===== src/rtl/aes_gf_pkg.sv =====
`default_nettype none
// +----------------------------------------------------------------------+
// | aes_gf_pkg                                                           |
// | GF(2^8) helpers and FSM state type for the MixColumns datapath.      |
// | Revision: 1.0                                                        |
// +----------------------------------------------------------------------+
package aes_gf_pkg;

    localparam logic [7:0] AES_POLY = 8'h1b;

    typedef enum logic [1:0] {
        IDLE = 2'd0,
        BUSY = 2'd1,
        DONE = 2'd2
    } state_t;

    function automatic logic [7:0] xtime(input logic [7:0] a);
        return {a[6:0], 1'b0} ^ (a[7] ? AES_POLY : 8'h00);
    endfunction

    // Only the coefficients that appear in the forward and inverse matrices.
    function automatic logic [7:0] gf_mul_const(input logic [7:0] a, input logic [7:0] c);
        logic [7:0] x2;
        logic [7:0] x4;
        logic [7:0] x8;
        logic [7:0] res;
        x2  = xtime(a);
        x4  = xtime(x2);
        x8  = xtime(x4);
        res = 8'h00;
        case (c)
            8'h01:   res = a;
            8'h02:   res = x2;
            8'h03:   res = x2 ^ a;
            8'h09:   res = x8 ^ a;
            8'h0b:   res = x8 ^ x2 ^ a;
            8'h0d:   res = x8 ^ x4 ^ a;
            8'h0e:   res = x8 ^ x4 ^ x2;
            default: res = 8'h00;
        endcase
        return res;
    endfunction

endpackage
`default_nettype wire


===== src/rtl/mix_single_column.sv =====
`default_nettype none
// +----------------------------------------------------------------------+
// | mix_single_column                                                    |
// | Combinational forward/inverse MixColumns on one 32-bit column.       |
// | Revision: 1.0                                                        |
// +----------------------------------------------------------------------+
module mix_single_column
    import aes_gf_pkg::*;
(
    input  logic [31:0] i_col,
    input  logic        i_inv,
    output logic [31:0] o_col
);

    logic [7:0] w_b   [4];
    logic [7:0] w_res [4];

    // Row 0 sits in the most significant byte of the column.
    assign w_b[0] = i_col[31:24];
    assign w_b[1] = i_col[23:16];
    assign w_b[2] = i_col[15:8];
    assign w_b[3] = i_col[7:0];

    for (genvar r = 0; r < 4; r++) begin : g_row
        assign w_res[r] = i_inv
            ? (gf_mul_const(w_b[r], 8'h0e)       ^ gf_mul_const(w_b[(r+1)%4], 8'h0b) ^
               gf_mul_const(w_b[(r+2)%4], 8'h0d) ^ gf_mul_const(w_b[(r+3)%4], 8'h09))
            : (gf_mul_const(w_b[r], 8'h02)       ^ gf_mul_const(w_b[(r+1)%4], 8'h03) ^
               w_b[(r+2)%4]                      ^ w_b[(r+3)%4]);
    end

    assign o_col = {w_res[0], w_res[1], w_res[2], w_res[3]};

endmodule
`default_nettype wire


===== src/rtl/mix_col_seq.sv =====
`default_nettype none
// +----------------------------------------------------------------------+
// | mix_col_seq                                                          |
// | Handshaked multi-beat (Inv)MixColumns over an NB-column state.       |
// | Revision: 1.0                                                        |
// +----------------------------------------------------------------------+
module mix_col_seq
    import aes_gf_pkg::*;
#(
    parameter int NB             = 4,
    parameter int COLS_PER_CYCLE = 4
) (
    input  logic              clk,
    input  logic              rst,
    input  logic              in_valid,
    output logic              in_ready,
    input  logic [0:32*NB-1]  in_data,
    input  logic              in_inv,
    output logic              out_valid,
    input  logic              out_ready,
    output logic [0:32*NB-1]  out_data
);

    if (!(NB == 4 || NB == 6 || NB == 8) || COLS_PER_CYCLE < 1 ||
        (NB % COLS_PER_CYCLE) != 0) begin : g_bad_param
        $error("mix_col_seq: illegal NB=%0d / COLS_PER_CYCLE=%0d", NB, COLS_PER_CYCLE);
    end

    localparam int NBEATS = NB / COLS_PER_CYCLE;
    localparam int BEAT_W = (NBEATS > 1) ? $clog2(NBEATS) : 1;

    state_t              r_state;
    state_t              w_state_nxt;
    logic [BEAT_W-1:0]   r_beat;
    logic [0:32*NB-1]    r_work;
    logic                r_inv;
    logic [0:32*NB-1]    w_work_nxt;
    logic                w_accept;
    logic                w_last;
    logic [31:0]         w_col_in  [COLS_PER_CYCLE];
    logic [31:0]         w_col_out [COLS_PER_CYCLE];

    assign w_accept = in_valid && in_ready;
    assign w_last   = (r_beat == BEAT_W'(NBEATS - 1));
    assign out_data = r_work;

    always_comb begin
        w_state_nxt = r_state;
        in_ready    = 1'b0;
        out_valid   = 1'b0;
        case (r_state)
            IDLE: begin
                in_ready = 1'b1;
                if (in_valid) w_state_nxt = BUSY;
            end
            BUSY: begin
                if (w_last) w_state_nxt = DONE;
            end
            DONE: begin
                out_valid = 1'b1;
                // Result leaving and a new block arriving can share one edge.
                in_ready  = out_ready;
                if (out_ready) w_state_nxt = in_valid ? BUSY : IDLE;
            end
            default: w_state_nxt = IDLE;
        endcase
    end

    // The beat counter steers one column slice into each lane.
    always_comb begin
        for (int l = 0; l < COLS_PER_CYCLE; l++) w_col_in[l] = '0;
        for (int b = 0; b < NBEATS; b++) begin
            if (r_beat == BEAT_W'(b)) begin
                for (int l = 0; l < COLS_PER_CYCLE; l++)
                    w_col_in[l] = r_work[32*(b*COLS_PER_CYCLE+l) +: 32];
            end
        end
    end

    for (genvar l = 0; l < COLS_PER_CYCLE; l++) begin : g_lane
        mix_single_column u_col (
            .i_col (w_col_in[l]),
            .i_inv (r_inv),
            .o_col (w_col_out[l])
        );
    end

    always_comb begin
        w_work_nxt = r_work;
        for (int b = 0; b < NBEATS; b++) begin
            if (r_beat == BEAT_W'(b)) begin
                for (int l = 0; l < COLS_PER_CYCLE; l++)
                    w_work_nxt[32*(b*COLS_PER_CYCLE+l) +: 32] = w_col_out[l];
            end
        end
    end

    always_ff @(posedge clk) begin
        if (!rst) begin
            r_state <= IDLE;
            r_beat  <= '0;
            r_work  <= '0;
            r_inv   <= 1'b0;
        end else begin
            r_state <= w_state_nxt;
            if (w_accept) begin
                r_work <= in_data;
                r_inv  <= in_inv;
                r_beat <= '0;
            end else if (r_state == BUSY) begin
                r_work <= w_work_nxt;
                r_beat <= w_last ? '0 : r_beat + BEAT_W'(1);
            end
        end
    end

endmodule
`default_nettype wire

===== config.mk =====
export PLATFORM = sky130hd
export DESIGN_NAME = mix_col_seq
export DESIGN_NICKNAME = d
export VERILOG_FILES = /design/src/rtl/aes_gf_pkg.sv /design/src/rtl/mix_single_column.sv /design/src/rtl/mix_col_seq.sv
export SDC_FILE = /design/constraint.sdc
export NUM_CORES = 1
export LEC_CHECK = 0
export CORE_MARGIN = 2
export CORE_UTILIZATION = 25
export CTS_CLUSTER_SIZE = 12
export DETAILED_ROUTE_END_ITERATION = 10
export PLACE_DENSITY = 0.44
export SYNTH_ARGS = -nofsm -noshare
export SYNTH_HDL_FRONTEND = slang
export SYNTH_SLANG_ARGS = --single-unit

===== constraint.sdc =====
create_clock -name clk -period 3 [get_ports clk]
set_input_delay 0.6 -clock clk [delete_from_list [all_inputs] [get_ports clk]]
set_output_delay 0.6 -clock clk [all_outputs]
set_load 0.1 [all_outputs]

==> qor.log <==
qor: sta.finalHoldViolations 0
qor: power_and_ir_drop.leakage 7.680 nW
qor: global_routing.grt_first_pass_wirelength 95680 µm
qor: cells_and_area.final_common_cell sky130_fd_sc_hd__xnor2_1
qor: clock_network.cts-buffers-inserted 17
qor: sta.grt_setup_unrepaired false
qor: clock_network.cts_num_sinks 131
qor: power_and_ir_drop.report.power.total 18.91 mW
qor: synth.synth-warning-count 0
qor: clock_network.cts_tree done
qor: sta.layout_worst_path_cycle_share 91.11%
qor: synth.synth_seq_area_share 16.57%
qor: sta.smallest_setup_slack_after_layout 0.2666 ns
qor: floorplanning.initial_utilization 25.18%
qor: cells_and_area.final.fill_count 6664
qor: placed_design.placement.io_buffers 262
qor: floorplanning.die-area 0.06533 mm²
qor: worst_setup_path.critPathCaptureType register
qor: synth.synth.cell_area 0.01583 mm²
qor: clock_network.post_cts_buffers 0
qor: power_and_ir_drop.switching_part_of_the_total 48.65%
qor: route.wl_per_cell 22.54 µm
qor: clock_network.clk_pin_slew_worst_paths 0.07 ns
qor: synth.post_synth_inst_count 1798
qor: placed_design.inst_count_dp 2839
qor: sta.max_freq 365.9 MHz
qor: floorplanning.core_region_area 0.06285 mm²
qor: cells_and_area.num-nets-final 2145
qor: cells_and_area.final_layout_size_suffix_gt1_share 16.49%
qor: route.totalWireLength 64750 µm
qor: cells_and_area.layout-area-overhead-vs-synth 26.48%
qor: placed_design.dp_worst_setup_slack 0.1335 ns
qor: worst_setup_path.required 3.37 ns
qor: global_routing.grt_max_degree 85
qor: power_and_ir_drop.powerDensity 944.6 mW/mm²
qor: global_routing.number_of_antenna_violations_at_the_first_check_in_global_routing 2
qor: route.ant_nets 0
qor: synth.synthesis.nets 1931
qor: power_and_ir_drop.combPwrFrac 74.5%
qor: global_routing.grt_pass1_vias 13659
qor: outcome.outcome finished clean
qor: route.first_pass_iters 5
qor: sta.finalCriticalPeriod 2.733 ns
qor: floorplanning.top_level_ports 263
qor: floorplanning.die_width 255.6 µm
qor: job.max_cap_violations 0
qor: floorplanning.floorplan.rows 92
qor: power_and_ir_drop.intPower 9.708 mW
qor: power_and_ir_drop.worst_vdd_ir 0.4207 mV
qor: placed_design.dp_hpwl 49750 µm
qor: sta.finalSetupViolCount 0
qor: synth.synth_enable_flop_cells 0
qor: clock_network.clock_tree.buffer_depth 2
qor: power_and_ir_drop.clockPowerShare 12.0%
qor: worst_setup_path.critPathLaunchType register
qor: clock_network.cts_root_buffer sky130_fd_sc_hd__clkbuf_16
qor: worst_setup_path.critPathMaxFanout 8
qor: clock_network.holdBufCountCts 0
qor: synth.post_synth.cell_area_avg 8.802 µm²
qor: route.post-route-drc-count 0
qor: route.drt_iter0_markers 799
qor: sta.timing.max_slew.rel_slack 36.04%
qor: global_routing.gr-usage-all-layers 19.70%
qor: power_and_ir_drop.sequential_share_of_power 13.4%
qor: global_routing.grt.overflow.total 0
qor: power_and_ir_drop.p_sw 9.199 mW
qor: synth.postSynth.topFlopCell sky130_fd_sc_hd__dfxtp_1
qor: sta.finalMaxSlewViolations 0
qor: route.avgViaCountPerCell 4.592
qor: cells_and_area.post_layout_instance_count_excluding_filler_cells 2872
qor: floorplanning.die_h 255.6 µm
qor: synth.synth_cell_type_count 56
qor: sta.timing.clock.skew 0.01506 ns
qor: placed_design.place_congestion 0.8486
qor: sta.setup_tns 0 ns
qor: sta.hold_slack 0.6309 ns
qor: synth.ys_ff_latch 131
qor: synth.async_flop_share 0%
qor: clock_network.clock_insertion_delay_worst_skew 0.50 ns
qor: cells_and_area.layout_common_cells sky130_fd_sc_hd__xnor2_1 (586), sky130_fd_sc_hd__buf_4 (242), sky130_fd_sc_hd__xor2_1 (187)
qor: sta.worstMarginPinSlew 0.9571 ns
qor: hold_path.holdCritPathClass register to register
qor: worst_setup_path.worst_ep_arrival_time 3.10 ns
qor: route.vias 13189
qor: clock_network.cts_resized 0
qor: worst_setup_path.worstSetupPathType register to register
qor: clock_network.htree_num_levels 4
## stage by stage
stage	util, %	area, µm²
6_report	31.85	20020
3_3_place_gp	30.89	19420
2_1_floorplan	-	15830
5_1_grt	31.84	20010
3_5_place_dp	30.89	19420
4_1_cts	31.84	20010
## registers in the layout (all words and copies together), names as in the netlist
register / count
out_data: 128
r_inv: 1
r_state: 2
## cells by family after synthesis
kind of cell           share of synthesized area (%)
multiplexers                                  0.8460
AND/OR/NAND/NOR                                7.416
AO/OA/AOI/OAI                                  11.77
flip-flops                                     16.57
XOR/XNOR                                       57.91
buffers and inverters                          5.479
## critical path, stage by stage, from the launching register on
cell and delay, ns:
sky130_fd_sc_hd__dfxtp_1 0.78, sky130_fd_sc_hd__xor2_4 0.19, sky130_fd_sc_hd__xnor2_1 0.50, sky130_fd_sc_hd__xnor2_1 0.22, sky130_fd_sc_hd__xnor2_1 0.22, sky130_fd_sc_hd__xnor2_1 0.17, sky130_fd_sc_hd__a21oi_1 0.13, sky130_fd_sc_hd__a2111oi_0 0.41
## power by group through the flow
stage / registers, mW / logic, mW / clock network, mW
finish: 2.54 / 14.1 / 2.27
global route: 2.58 / 15.0 / 2.39
CTS: 2.54 / 14.2 / 2.34
detailed placement: 2.58 / 14.1 / 0
global placement: 2.59 / 14.1 / 0
floorplan: 3.77 / 9.86 / 0
## final timing paths
path                              from                         to  slack (ns)  cells past startpoint
min           out_data[6]$_SDFFE_PN0P_   out_data[6]$_SDFFE_PN0P_        0.63                      2
max reg2reg  out_data[40]$_SDFFE_PN0P_  out_data[36]$_SDFFE_PN0P_        0.27                      7
min reg2reg   out_data[6]$_SDFFE_PN0P_   out_data[6]$_SDFFE_PN0P_        0.63                      2
max          out_data[40]$_SDFFE_PN0P_  out_data[36]$_SDFFE_PN0P_        0.27                      7
## routing by layer
layer  part of all wire [%]  vias to the layer above  wire (µm)  track usage (%)
li1                       -                     6296          -                -
met1                     47                     6442      30560            27.31
met2                     47                      401      30140            31.92
met3                    5.0                       50       3237            3.496
met4                    1.3                        0        810            4.029
met5                      0                        -          0                0
## layout make-up
type,count,area (µm²),share of cell area (%)
Tap cell,846,1059,5.289
Antenna cell,1,2.502,0.01250
Timing Repair Buffer,384,3338,16.68
Inverter,3,11.26,0.05626
Multi-Input combinational cell,1475,12380,61.86
Clock inverter,11,126.4,0.6314
Clock buffer,21,470.5,2.350
Sequential cell,131,2626,13.12
## synth_stat cells (9+ instances only)
cell	number	share of area, %
sky130_fd_sc_hd__a21oi_1	84	2.7
sky130_fd_sc_hd__xnor2_1	586	32
sky130_fd_sc_hd__a31oi_1	10	0.40
sky130_fd_sc_hd__nand3_1	11	0.35
sky130_fd_sc_hd__dfxtp_1	131	17
sky130_fd_sc_hd__buf_2	54	1.7
sky130_fd_sc_hd__xor2_1	187	10
sky130_fd_sc_hd__a211oi_1	19	0.90
sky130_fd_sc_hd__o21ai_1	12	0.38
sky130_fd_sc_hd__buf_1	10	0.24
sky130_fd_sc_hd__o21ai_0	73	2.3
sky130_fd_sc_hd__xnor2_2	15	1.5
sky130_fd_sc_hd__xnor3_1	59	8.4
sky130_fd_sc_hd__a22o_1	21	1.2
sky130_fd_sc_hd__a22oi_1	15	0.71
sky130_fd_sc_hd__xor2_2	9	0.93
sky130_fd_sc_hd__mux2i_1	12	0.76
sky130_fd_sc_hd__o22ai_1	21	0.83
sky130_fd_sc_hd__buf_4	11	0.52
sky130_fd_sc_hd__nor2_1	110	2.6
sky130_fd_sc_hd__and3_1	11	0.43
sky130_fd_sc_hd__nand2_1	122	2.9
sky130_fd_sc_hd__xor3_1	15	2.3
sky130_fd_sc_hd__clkbuf_1	109	2.6
(Power assumes the default switching activity.)
